### config.mk
export PLATFORM = sky130hd
export DESIGN_NAME = core_array_seq
export DESIGN_NICKNAME = d
export VERILOG_FILES = /design/src/rtl/core_array_seq.sv
export SDC_FILE = /design/constraint.sdc
export NUM_CORES = 2
export LEC_CHECK = 0
export ABC_AREA = 1
export BUFFER_PORTS_ARGS = -buffer_cell sky130_fd_sc_hd__buf_4
export CORE_ASPECT_RATIO = 2
export CORE_MARGIN = 8
export CORE_UTILIZATION = 30
export CTS_CLUSTER_DIAMETER = 30
export DETAILED_ROUTE_END_ITERATION = 16
export MAX_ROUTING_LAYER = met4
export SLEW_MARGIN = 20
export SYNTH_ARGS = -nofsm -noshare
export SYNTH_HDL_FRONTEND = slang
export SYNTH_SLANG_ARGS = --single-unit
### constraint.sdc
create_clock -name clk -period 10.3 [get_ports clk]
set_clock_uncertainty 0.2 [all_clocks]
set_input_delay 2.06 -clock clk [delete_from_list [all_inputs] [get_ports clk]]
set_output_delay 2.06 -clock clk [all_outputs]
set_load 0.005 [all_outputs]
### src/rtl/core_array_seq.sv
// Staggered reset-release sequencer for an array of cores, plus per-core one-deep result
// slots drained round-robin onto a single valid/ready output with sticky drop flags.
module core_array_seq #(
  parameter int  N_CORES  = 23,
  parameter int  DATA_W   = 28,
  parameter int  EN_W     = 4,
  parameter int  OUT_CODE = 1,
  parameter int  STAGGER  = 20,
  localparam int ID_W     = (N_CORES > 1) ? $clog2(N_CORES) : 1
) (
  input  logic                      clk,
  input  logic                      rst,
  input  logic                      rearm,
  output logic [N_CORES-1:0]        core_rst,
  output logic                      all_released,
  input  logic [N_CORES*DATA_W-1:0] core_io_out,
  input  logic [N_CORES*EN_W-1:0]   core_out_en,
  output logic [DATA_W-1:0]         out_data,
  output logic [ID_W-1:0]           out_id,
  output logic                      out_valid,
  input  logic                      out_ready,
  output logic [N_CORES-1:0]        overflow
);

  localparam int               CNT_W    = (STAGGER > 1) ? $clog2(STAGGER) : 1;
  localparam logic [CNT_W-1:0] CNT_LAST = CNT_W'(STAGGER - 1);
  localparam logic [ID_W-1:0]  ID_LAST  = ID_W'(N_CORES - 1);
  localparam logic [EN_W-1:0]  CODE     = EN_W'(OUT_CODE);

  typedef enum logic [1:0] {S_IDLE, S_RELEASE, S_DONE} state_t;

  state_t             state_q, state_d;
  logic [N_CORES-1:0] core_rst_q, core_rst_d;
  logic               all_rel_q, all_rel_d;
  logic [ID_W-1:0]    idx_q, idx_d, idx_inc;
  logic [CNT_W-1:0]   cnt_q, cnt_d;

  logic [N_CORES-1:0] full_q, full_d;
  logic [N_CORES-1:0] ovf_q, ovf_d;
  logic [DATA_W-1:0]  slot_q [N_CORES];
  logic [N_CORES-1:0] cap, load, drain;

  logic               out_valid_q;
  logic [DATA_W-1:0]  out_data_q;
  logic [ID_W-1:0]    out_id_q;
  logic [ID_W-1:0]    ptr_q, ptr_d;

  logic               loadable, gnt_found, do_grant;
  logic [ID_W-1:0]    gnt_id, scan_id;
  int                 scan;

  // Release sequencer: one core_rst bit cleared every STAGGER edges.
  always_comb begin
    state_d    = state_q;
    core_rst_d = core_rst_q;
    all_rel_d  = all_rel_q;
    idx_d      = idx_q;
    cnt_d      = cnt_q;
    idx_inc    = idx_q + 1'b1;
    if (rearm) begin
      core_rst_d = '1;
      all_rel_d  = 1'b0;
      idx_d      = '0;
      cnt_d      = '0;
      state_d    = S_IDLE;
    end else begin
      case (state_q)
        S_IDLE: begin
          core_rst_d[0] = 1'b0;
          idx_d         = '0;
          cnt_d         = '0;
          if (N_CORES == 1) begin
            state_d   = S_DONE;
            all_rel_d = 1'b1;
          end else begin
            state_d = S_RELEASE;
          end
        end
        S_RELEASE: begin
          if (cnt_q == CNT_LAST) begin
            cnt_d               = '0;
            idx_d               = idx_inc;
            core_rst_d[idx_inc] = 1'b0;
            if (idx_inc == ID_LAST) begin
              state_d   = S_DONE;
              all_rel_d = 1'b1;
            end
          end else begin
            cnt_d = cnt_q + 1'b1;
          end
        end
        default: ;
      endcase
    end
  end

  always_ff @(posedge clk) begin
    if (rst) begin
      state_q    <= S_IDLE;
      core_rst_q <= '1;
      all_rel_q  <= 1'b0;
      idx_q      <= '0;
      cnt_q      <= '0;
    end else begin
      state_q    <= state_d;
      core_rst_q <= core_rst_d;
      all_rel_q  <= all_rel_d;
      idx_q      <= idx_d;
      cnt_q      <= cnt_d;
    end
  end

  // Round-robin scan: first full slot at or above the pointer, wrapping.
  always_comb begin
    gnt_found = 1'b0;
    gnt_id    = '0;
    scan      = 0;
    scan_id   = '0;
    for (int k = 0; k < N_CORES; k++) begin
      scan = int'(ptr_q) + k;
      if (scan >= N_CORES) scan = scan - N_CORES;
      scan_id = ID_W'(scan);
      if (!gnt_found && full_q[scan_id]) begin
        gnt_found = 1'b1;
        gnt_id    = scan_id;
      end
    end
  end

  assign loadable = !out_valid_q || out_ready;
  assign do_grant = loadable && gnt_found && !rearm;
  assign ptr_d    = (gnt_id == ID_LAST) ? '0 : gnt_id + 1'b1;

  // A slot drained on this edge may take a new result without counting as a drop.
  generate
    for (genvar gi = 0; gi < N_CORES; gi++) begin : g_slot
      assign cap[gi]    = (core_out_en[gi*EN_W +: EN_W] == CODE) && !core_rst_q[gi];
      assign drain[gi]  = do_grant && (gnt_id == ID_W'(gi));
      assign load[gi]   = !rearm && cap[gi] && (!full_q[gi] || drain[gi]);
      assign full_d[gi] = rearm ? 1'b0 : (cap[gi] ? 1'b1 : (drain[gi] ? 1'b0 : full_q[gi]));
      assign ovf_d[gi]  = ovf_q[gi] | (!rearm && cap[gi] && full_q[gi] && !drain[gi]);
    end
  endgenerate

  always_ff @(posedge clk) begin
    if (rst) begin
      full_q <= '0;
      ovf_q  <= '0;
      for (int i = 0; i < N_CORES; i++) slot_q[i] <= '0;
    end else begin
      full_q <= full_d;
      ovf_q  <= ovf_d;
      for (int i = 0; i < N_CORES; i++) begin
        if (load[i]) slot_q[i] <= core_io_out[i*DATA_W +: DATA_W];
      end
    end
  end

  always_ff @(posedge clk) begin
    if (rst) begin
      out_valid_q <= 1'b0;
      out_data_q  <= '0;
      out_id_q    <= '0;
      ptr_q       <= '0;
    end else if (loadable) begin
      if (do_grant) begin
        out_valid_q <= 1'b1;
        out_data_q  <= slot_q[gnt_id];
        out_id_q    <= gnt_id;
        ptr_q       <= ptr_d;
      end else begin
        out_valid_q <= 1'b0;
      end
    end
  end

  assign core_rst     = core_rst_q;
  assign all_released = all_rel_q;
  assign out_valid    = out_valid_q;
  assign out_data     = out_data_q;
  assign out_id       = out_id_q;
  assign overflow     = ovf_q;

endmodule
==> reports/qor.txt <==
Slew margin rel.: 26.9%
Yosys warnings: 0
Routed WL: 250,000 um
Clock-pin slew on the worst setup and hold paths: 0.05 ns
Vias: 48,000
Nets@finish: 7,741
Flip-flop and latch area: 0.0218 mm2
Max-Cap Viols: 0
Grt total ovfl: 0
Setup Viol. Count Final: 0
Async S/R FF share, synth: 0%
Clock buffer depth: 3
Mapped cell area: 0.0467 mm2
Most common cell on crit path: nand2_1
Fill count: 16,100
Slowest CP cell: o21ai_1
Total CTS buffers: 119
First-pass GRT wire length: 346,000 um
Hold depth: 2
Rows: 205
Core ar.: 0.155 mm2
Hold Fails Final Rpt: 0
Port Buffers: 820
Worst hold path class: reg -> reg
Post-synth EDFFs: 644
ANT nets after route: 0
Tcrit/Tclk final: 80.9%
Die Span X: 295 um
Fin crit period: 8.33 ns
Commonest non-fill, non-tap cell in the layout: nand2_1
HPWL Detailed: 188,000 um
RD Place Congestion: 1.00
Area of the multi-input gates: 0.0195 mm2
Final std cells w/o fill: 9,158
Kind of critical path: reg -> reg
Post-synthesis sequential area ratio: 46.6%
RSZ-0062 raised after global routing: no
Average cell area after synthesis: 7.48 um2
Count of cell types in the netlist: 58
Status: finished clean
H-tree depth: 3
Worst Tran Pin Value: 1.10 ns
Largest net degree at the start of global routing: 128
Maximum clock rate: 0.120 GHz
Crit path largest cell delay: 0.72 ns
Fin. max-slew vios: 0
Yosys reg bits: 765
Drt drc: 0
Post-synth top flop: edfxtp_1
Syn Nets: 7,007
Placed Cells: 8,918
Initial antenna violation count: 13
Number of hold buffers added after CTS: 0
Element type at the critical path end: register
TritonCTS clock tree: yes
Crit path launch type: register
Die area: 0.169 mm2
Clock latency on the worst-skew pair: 0.79 ns
Cts repair resizes: 0
Initial drt markers: 5,579
Commonest cells after routing, fill and taps aside: nand2_1, inv_1, buf_4, nor2_1, nand3_1
First-pass detailed-route iteration total: 9
Syn Inst Count: 6,235
CP Max Fanout: 93
Fin Setup TNS: 0 ns
Io pins: 821
Area growth, synth to finish: 27.2%
# Post-CTS Setup Buffers: 0
Share of layout cells above drive strength 1: 19.6%
Clk sinks: 765
Initial core utilization: 30.1%
Vias per cell: 5.24
Reg2Reg Depth: 41
Worst Path Required: 10.80 ns
Die Y: 574 um
Drt wl/cell: 27.3 um
All-Layer GR Usage: 29.1%
Worst EP arrival: 8.83 ns
Number of global-route vias before repair: 46,400
Root Driver: clkbuf_16
[sequential cells by signal, indices dropped and copies added (netlist names)]
signal / cells
all_released: 1
cnt_q: 5
core_rst: 23
full_q: 23
idx_q: 5
out_data: 28
out_id: 5
out_valid: 1
overflow: 23
ptr_q: 5
slot_q: 644
state_q: 2
[logic make-up after synthesis]
group | synth area share [%]
xor+xnor | 0.485
simple gates | 31.5
flops | 46.6
fa+ha+maj | 0.858
compound gates | 8.51
buf+inv | 12.0
[worst paths after layout]
kind,start,to,slack (ns)
min,overflow[16],overflow[16],0.25
max reg2reg,ptr_q[2],out_data[21],1.97
max,ptr_q[2],out_data[21],1.97
min reg2reg,overflow[16],overflow[16],0.25
[worst max-delay path, delay by kind of cell (launching register included)]
kind                       cells  cell delay [ns]
buffers and inverters          6             1.22
DFF                            1             0.68
adders and majority gates      1             0.32
AOI/OAI and AO/OA              8             1.67
and+or+nand+nor               26             4.05
[synthesized netlist by cell type, types with 4 or more instances]
cell | number | area share, %
a211oi_1 | 5 | 0.080
a21oi_1 | 219 | 2.3
a31oi_1 | 19 | 0.25
buf_1 | 23 | 0.18
buf_2 | 142 | 1.5
buf_4 | 22 | 0.35
buf_6 | 13 | 0.31
clkbuf_1 | 155 | 1.2
clkinv_1 | 26 | 0.21
dfxtp_1 | 121 | 5.2
edfxtp_1 | 644 | 41
ha_1 | 32 | 0.86
inv_1 | 965 | 7.8
inv_2 | 41 | 0.33
nand2_1 | 1340 | 11
nand2_2 | 36 | 0.48
nand2_4 | 10 | 0.24
nand3_1 | 659 | 7.1
nand3_2 | 21 | 0.45
nand3_4 | 7 | 0.26
nand3b_1 | 19 | 0.31
nand4_1 | 274 | 3.7
nand4_4 | 4 | 0.18
nor2_1 | 855 | 6.9
nor2_2 | 26 | 0.35
nor2_4 | 9 | 0.22
nor3_1 | 33 | 0.35
nor4_1 | 6 | 0.080
o211ai_1 | 61 | 0.98
o21ai_0 | 287 | 3.1
o21ai_1 | 65 | 0.70
o21ai_2 | 14 | 0.26
o221ai_1 | 6 | 0.11
o22ai_1 | 5 | 0.067
o311ai_0 | 14 | 0.26
o31ai_1 | 4 | 0.064
or2_2 | 8 | 0.11
xnor2_1 | 4 | 0.075
xor2_1 | 15 | 0.28
[cell type report]
cell class              instances  share of cell area, %
flip-flops and latches        765                   36.7
multi-input cells            4080                   32.8
repair buffers                969                   12.4
inverters                    1034                   6.54
clock buffers                 123                   5.04
well taps                    2070                   4.36
clock inverters               105                   2.14
diodes                         12                 0.0506
[through the flow]
step           setup slack [ns]  area, um2  hold slack [ns]  util (%)
4_1_cts                    1.92      59300            0.251      38.2
6_report                   1.97      59400            0.252      38.3
5_1_grt                    1.21      59400            0.269      38.3
2_1_floorplan              3.36      46700            0.247         -
3_3_place_gp               1.92      55100            0.240      35.5
3_5_place_dp               1.89      55100            0.243      35.5
[routing by layer]
metal / vias to the layer above / part of all wire [%] / global-route usage [%]
met3: 582 / 10 / 6.30
met4: 0 / 7.2 / 17.2
met1: 22300 / 40 / 36.5
li1: 21900 / - / -
met5: - / 0 / -
met2: 3214 / 43 / 42.9
Power is not shown: default switching activity piles up to over one toggle a cycle in this logic, so the estimate is an artifact.
